### src/rtl/spi_slave_pkg.sv
// Shared types and command encodings for the SPI slave front end.
package spi_slave_pkg;

  typedef enum logic [2:0] {
    IDLE,
    CHK_CMD,
    WRITE,
    READ_ADD,
    READ_DATA
  } state_e;

  localparam logic [1:0] CMD_WR_ADDR = 2'b00;
  localparam logic [1:0] CMD_WR_DATA = 2'b01;
  localparam logic [1:0] CMD_RD_ADDR = 2'b10;
  localparam logic [1:0] CMD_RD_DATA = 2'b11;

  // True when cmd is a legal command for a frame received in state st.
  function automatic logic cmd_legal(input state_e st, input logic [1:0] cmd);
    case (st)
      WRITE:     return (cmd == CMD_WR_ADDR) || (cmd == CMD_WR_DATA);
      READ_ADD:  return cmd == CMD_RD_ADDR;
      READ_DATA: return cmd == CMD_RD_DATA;
      default:   return 1'b0;
    endcase
  endfunction

endpackage

### src/rtl/spi_tx_shifter.sv
// MISO read-data serialiser: once armed, captures tx_data on the first
// tx_valid and shifts it out MSB first. abort (SS_n high) clears everything.
// Optional macro SPI_SLAVE_TX_TIMEOUT_EN: give up after TX_TIMEOUT cycles
// without tx_valid and raise a one-cycle tmo strobe.
module spi_tx_shifter #(
  parameter int DATA_W     = 8,
  parameter int TX_TIMEOUT = 16
) (
  input  logic              clk,
  input  logic              rst_n,
  input  logic              arm,
  input  logic              abort,
  input  logic              tx_valid,
  input  logic [DATA_W-1:0] tx_data,
  output logic              miso,
  output logic              tmo
);

  localparam int BIT_W = $clog2(DATA_W + 1);

  if (TX_TIMEOUT < 1 || DATA_W < 2) begin : g_bad_param
    $error("spi_tx_shifter: TX_TIMEOUT must be >= 1 and DATA_W >= 2");
  end

  logic              waiting;
  logic              sending;
  logic [DATA_W-1:0] sh;
  logic [BIT_W-1:0]  left;

`ifdef SPI_SLAVE_TX_TIMEOUT_EN
  localparam int TMR_W = $clog2(TX_TIMEOUT + 1);
  logic [TMR_W-1:0] timer;

  // Timeout strobe on the last waiting cycle without tx_valid.
  always_comb begin
    tmo = waiting && !abort && !arm && !tx_valid && (timer == TMR_W'(TX_TIMEOUT - 1));
  end
`else
  // Without the timeout the block waits for tx_valid indefinitely.
  always_comb begin
    tmo = 1'b0;
  end
`endif

  // Arm -> wait for tx_valid -> shift DATA_W bits out, then idle with MISO low.
  always_ff @(posedge clk or negedge rst_n) begin
    if (!rst_n) begin
      waiting <= 1'b0;
      sending <= 1'b0;
      sh      <= '0;
      left    <= '0;
      miso    <= 1'b0;
`ifdef SPI_SLAVE_TX_TIMEOUT_EN
      timer   <= '0;
`endif
    end else if (abort) begin
      waiting <= 1'b0;
      sending <= 1'b0;
      sh      <= '0;
      left    <= '0;
      miso    <= 1'b0;
`ifdef SPI_SLAVE_TX_TIMEOUT_EN
      timer   <= '0;
`endif
    end else if (arm) begin
      waiting <= 1'b1;
`ifdef SPI_SLAVE_TX_TIMEOUT_EN
      timer   <= '0;
`endif
    end else if (waiting) begin
      if (tx_valid) begin
        // MSB goes straight to MISO; the rest wait in sh.
        waiting <= 1'b0;
        sending <= 1'b1;
        miso    <= tx_data[DATA_W-1];
        sh      <= tx_data << 1;
        left    <= BIT_W'(DATA_W - 1);
      end
`ifdef SPI_SLAVE_TX_TIMEOUT_EN
      else if (tmo) begin
        waiting <= 1'b0;
      end else begin
        timer <= timer + TMR_W'(1);
      end
`endif
    end else if (sending) begin
      if (left != '0) begin
        miso <= sh[DATA_W-1];
        sh   <= sh << 1;
        left <= left - BIT_W'(1);
      end else begin
        miso    <= 1'b0;
        sending <= 1'b0;
      end
    end
  end

endmodule

### src/rtl/spi_slave_param.sv
// Parametrised SPI slave front end: deserialises {cmd, payload} frames,
// flags illegal commands and serialises RAM read data on MISO.
// Optional macro SPI_SLAVE_TX_TIMEOUT_EN enables the tx_valid timeout.
module spi_slave_param
  import spi_slave_pkg::*;
#(
  parameter int DATA_W     = 8,
  parameter int TX_TIMEOUT = 16
) (
  input  logic              clk,
  input  logic              rst_n,
  input  logic              SS_n,
  input  logic              MOSI,
  output logic              MISO,
  output logic [DATA_W+1:0] rx_data,
  output logic              rx_valid,
  input  logic [DATA_W-1:0] tx_data,
  input  logic              tx_valid,
  output logic              frame_err,
  output logic              busy
);

  localparam int FRAME_W = DATA_W + 2;
  localparam int CNT_W   = $clog2(FRAME_W + 1);

  state_e             state;
  logic [FRAME_W-1:0] shreg;
  logic [CNT_W-1:0]   cnt;
  logic               done;
  logic               rd_pending;
  logic               frame_ready;
  logic               frame_ok;
  logic               tx_arm;
  logic               tx_tmo;

  // Frame completion detect and command legality for the current state.
  always_comb begin
    frame_ready = ((state == WRITE) || (state == READ_ADD) || (state == READ_DATA)) &&
                  (cnt == CNT_W'(FRAME_W)) && !done;
    frame_ok    = cmd_legal(state, shreg[FRAME_W-1 -: 2]);
    tx_arm      = !SS_n && frame_ready && frame_ok && (state == READ_DATA);
  end

  // Main FSM: routing, bit collection, frame check and registered outputs.
  always_ff @(posedge clk or negedge rst_n) begin
    if (!rst_n) begin
      state      <= IDLE;
      shreg      <= '0;
      cnt        <= '0;
      done       <= 1'b0;
      rd_pending <= 1'b0;
      rx_data    <= '0;
      rx_valid   <= 1'b0;
      frame_err  <= 1'b0;
      busy       <= 1'b0;
    end else begin
      rx_valid  <= 1'b0;
      frame_err <= tx_tmo;
      if (SS_n) begin
        state <= IDLE;
        busy  <= 1'b0;
        cnt   <= '0;
        done  <= 1'b0;
      end else begin
        busy <= 1'b1;
        case (state)
          IDLE: begin
            state <= CHK_CMD;
            cnt   <= '0;
            done  <= 1'b0;
          end
          CHK_CMD: begin
            if (!MOSI)          state <= WRITE;
            else if (rd_pending) state <= READ_DATA;
            else                state <= READ_ADD;
          end
          default: begin
            // Counter saturates at FRAME_W; done blocks a second check.
            if (frame_ready) begin
              done <= 1'b1;
              if (frame_ok) begin
                rx_data  <= shreg;
                rx_valid <= 1'b1;
                if (state == READ_ADD)       rd_pending <= 1'b1;
                else if (state == READ_DATA) rd_pending <= 1'b0;
              end else begin
                frame_err <= 1'b1;
              end
            end else if (cnt != CNT_W'(FRAME_W)) begin
              shreg <= {shreg[FRAME_W-2:0], MOSI};
              cnt   <= cnt + CNT_W'(1);
            end
          end
        endcase
      end
    end
  end

  spi_tx_shifter #(
    .DATA_W     (DATA_W),
    .TX_TIMEOUT (TX_TIMEOUT)
  ) u_tx (
    .clk      (clk),
    .rst_n    (rst_n),
    .arm      (tx_arm),
    .abort    (SS_n),
    .tx_valid (tx_valid),
    .tx_data  (tx_data),
    .miso     (MISO),
    .tmo      (tx_tmo)
  );

endmodule

### config.mk
export PLATFORM = sky130hd
export DESIGN_NAME = spi_slave_param
export DESIGN_NICKNAME = d
export VERILOG_FILES = /design/src/rtl/spi_slave_pkg.sv /design/src/rtl/spi_tx_shifter.sv /design/src/rtl/spi_slave_param.sv
export SDC_FILE = /design/constraint.sdc
export NUM_CORES = 1
export LEC_CHECK = 0
export BUFFER_PORTS_ARGS = -buffer_cell sky130_fd_sc_hd__buf_2
export CORE_ASPECT_RATIO = 1.25
export CORE_MARGIN = 2
export CORE_UTILIZATION = 50
export DETAILED_ROUTE_END_ITERATION = 16
export PLACE_DENSITY = 0.7
export SLEW_MARGIN = 10
export SYNTH_ARGS = -nofsm -noshare
export SYNTH_HDL_FRONTEND = slang
export SYNTH_HIERARCHICAL = 1
export SYNTH_SLANG_ARGS = --single-unit
### constraint.sdc
create_clock -name clk -period 2.8 [get_ports clk]
set_input_delay 0.14 -clock clk [delete_from_list [all_inputs] [get_ports clk]]
set_output_delay 0.14 -clock clk [all_outputs]
set_load 0.005 [all_outputs]
==> flow_metrics.env <==
export IMPL_p_sw_share_pct=26.3
export IMPL_synth_top_family_by_area="simple AND/OR/NAND/NOR gates"
export IMPL_dpl_cell_area_mm2=0.00240
export IMPL_core_area_mm2=0.00436
export IMPL_die_w_um=63.7
export IMPL_timing_final_ws_setup_ns=0.226
export IMPL_grt_pass1_wl_um=6600
export IMPL_run_status="finished, final reports clean"
export IMPL_synthAdderAreaFrac_pct=1.68
export IMPL_synth_distinct_cells=50
export IMPL_nNetsFinal=231
export IMPL_drt_wl_total_um=3770
export IMPL_min_period_ns=2.57
export IMPL_portBuffers=26
export IMPL_drt_iter0_drc=46
export IMPL_dp_hpwl_um=2630
export IMPL_rsz0062_at_grt="false"
export IMPL_arrival_ns=2.78
export IMPL_htreeDepth=2
export IMPL_internal_power_mw=0.998
export IMPL_post_cts_repair_setup_buffers=0
export IMPL_numCtsBuffers=5
export IMPL_ys_seq_elements=46
export IMPL_cts_tree="built"
export IMPL_ioPinCount=27
export IMPL_clock_skew_ns=0.00440
export IMPL_vias=1465
export IMPL_path_max_fanout=14
export IMPL_synth_simple_area_share_pct=14.5
export IMPL_switchingPower_mw=0.356
export IMPL_final_hold_violation_count=0
export IMPL_yosys_mux_area_fraction_pct=14.5
export IMPL_p_clk_share_pct=27.7
export IMPL_holdBufCountCts=0
export IMPL_endpoint_kind="flop"
export IMPL_clk_latency_ns=0.29
export IMPL_synth_avg_cell_area_um2=11.9
export IMPL_antenna_found_initial=0
export IMPL_fin_area_mm2=0.00248
export IMPL_synth_edf_count=0
export IMPL_drive_above_1_share_pct=33.0
export IMPL_place_ws_ns=0.220
export IMPL_syn_inst=187
export IMPL_rows=27
export IMPL_fp_dieH_um=78.6
export IMPL_area_delta_synth_final_pct=11.2
export IMPL_grt_pass1_vias=1467
export IMPL_syn_nets=203
export IMPL_netlist_area_leader_share_pct=51.7
export IMPL_via_per_inst=5.37
export IMPL_drc=0
export IMPL_vdd_drop_max_mv=0.481
export IMPL_relSlewSlack_pct=33.3
export IMPL_wl_per_cell_um=13.8
export IMPL_p_per_area_mw_per_mm2=547
export IMPL_worstPathRequired_ns=3.00
export IMPL_grt_overflow=0
export IMPL_finalCritPeriodShare_pct=91.9
export IMPL_cts_root_buf="clkbuf_8"
export IMPL_gp_congestion=0.757
export IMPL_start_util_pct=51.1
export IMPL_holdWs_ns=0.00829
export IMPL_tightest_slew_ns=1.00
export IMPL_final_cell_mix="46 x dfrtp_1, 26 x buf_2, 17 x nor2_1, 11 x inv_1"
export IMPL_hp_class="in -> async"
export IMPL_ant_nets=0
export IMPL_grtUsageTotal_pct=16.7
export IMPL_yosys_top_cells_area="dfrtp_1 52%, mux2_4 6.7%, mux2_2 5.1%"
export IMPL_synth_compound_area_share_pct=12.1
export IMPL_cts_resized_gates=0
export IMPL_clk_pin_slew_ns=0.08
export IMPL_cts_sinks=46
export IMPL_ys_warn_count=6
export IMPL_synth_top_cell_by_area="dfrtp_1"
export IMPL_setup_viol=0
export IMPL_cellLeakagePower_nw=1.12
export IMPL_first_pass_iters=4
export IMPL_pwr_share_comb_pct=12.7
export IMPL_fmax_mhz=389
export IMPL_antenna_cells=0
export IMPL_synth_xor_area_share_pct=1.18
export IMPL_dieArea_mm2=0.00501
export IMPL_p_seq_share_pct=59.6
export IMPL_netlist_area_mm2=0.00223
export IMPL_critical_path_class="reg -> reg"
export IMPL_synthArstFlopShare_pct=100
export IMPL_max_cap_violations=0
export IMPL_clock_path_buffers=2
export IMPL_slew_viol_final=0
export IMPL_cp_start_kind="flop"
export IMPL_grt_max_degree=47
export IMPL_final_common_cell="dfrtp_1"
export IMPL_ys_flop_type="dfrtp_1"
export IMPL_tns_ns=0
export IMPL_final_util_pct=56.8
export IMPL_synth_seq_area_share_pct=51.7
metal layers:
metal / vias up / track usage, % / share of wire [%]
li1: 718 / - / -
met1: 711 / 20.5 / 46
met2: 30 / 28.5 / 49
met3: 6 / 4.15 / 3.9
met4: 0 / 5.87 / 1.4
met5: - / 0 / 0
layout make-up:
cell class	instances	area, um^2
well taps	58	72.6
clock inverters	2	10.0
inverters	12	52.6
repair buffers	27	138
clock buffers	5	68.8
flip-flops and latches	46	1150
fillers	386	1880
multi-input cells	123	985
critical path, cell delays in order, from the launching register on:
cell	delay, ns
dfrtp_1	0.38
inv_1	0.08
ha_1	0.20
and3b_1	0.21
nand4_1	0.14
o21a_4	0.20
inv_8	0.07
and2_2	0.25
o31ai_4	0.63
nor2_1	0.08
a211oi_1	0.24
cell usage after synthesis, types with 2 or more instances:
cell      count
ha_1          3
mux2i_1       6
dfrtp_1      46
a211oi_1      6
o21ai_0       3
buf_2         2
a211oi_2      3
nor3b_2       2
nand3_1       3
nor2_2        3
nand2_1       7
mux2_4       10
nand3b_1      3
and2b_1       2
o32ai_1       2
inv_1        11
nor3_1        5
mux2_2       10
nand4_1       3
nor2_1       17
buf_4         2
xor2_1        2
a21oi_1       9
flip-flops by register name, summed over array words and instances (netlist names):
register	cells
state	3
rx_valid	1
rx_data	10
busy	1
u_tx/miso	1
rd_pending	1
frame_err	1
u_tx/left	4
shreg	10
cnt	4
u_tx/sending	1
done	1
u_tx/sh	7
u_tx/waiting	1
power groups by stage:
stage	Sequential, mW	Combinational, mW	Clock [mW]
floorplan	0.794	0.139	0
global placement	0.820	0.171	0
detailed placement	0.821	0.176	0
CTS	0.808	0.177	0.393
global route	0.819	0.194	0.429
finish	0.807	0.172	0.375
worst paths after layout:
path                                              from                     end  slack (ns)  cells past startpoint
worst min register to register  rx_data[2]$_DFFE_PN0P_  rx_data[2]$_DFFE_PN0P_        0.51                      1
worst max-delay path                cnt[0]$_DFFE_PN0P_  u_tx/sh[2]$_DFFE_PN0P_        0.23                     10
max in group asynchronous                        rst_n     frame_err$_DFF_PN0_        2.18                      1
min in group clk                            tx_data[0]  u_tx/sh[1]$_DFFE_PN0P_        0.11                      3
worst max register to register      cnt[0]$_DFFE_PN0P_  u_tx/sh[2]$_DFFE_PN0P_        0.23                     10
worst min-delay path                             rst_n   u_tx/miso$_DFFE_PN0P_       0.008                      1
metrics by stage:
step / power, mW / instances
global route: 1.44 / 273
floorplan: 0.934 / 187
finish: 1.35 / 273
global placement: 0.991 / 266
CTS: 1.38 / 273
detailed placement: 0.997 / 266
cell families (layout without fill, tap and decap cells):
logic type,Yosys count,after routing
other,1,1
xor gates and xnor gates,3,3
adders and majority gates,3,3
and+or+nand+nor,56,56
buffers and inverters,18,46
muxes,26,26
AOI/OAI and AO/OA,34,34
DFF,46,46
Note: power is estimated with default switching activity, not from simulation.
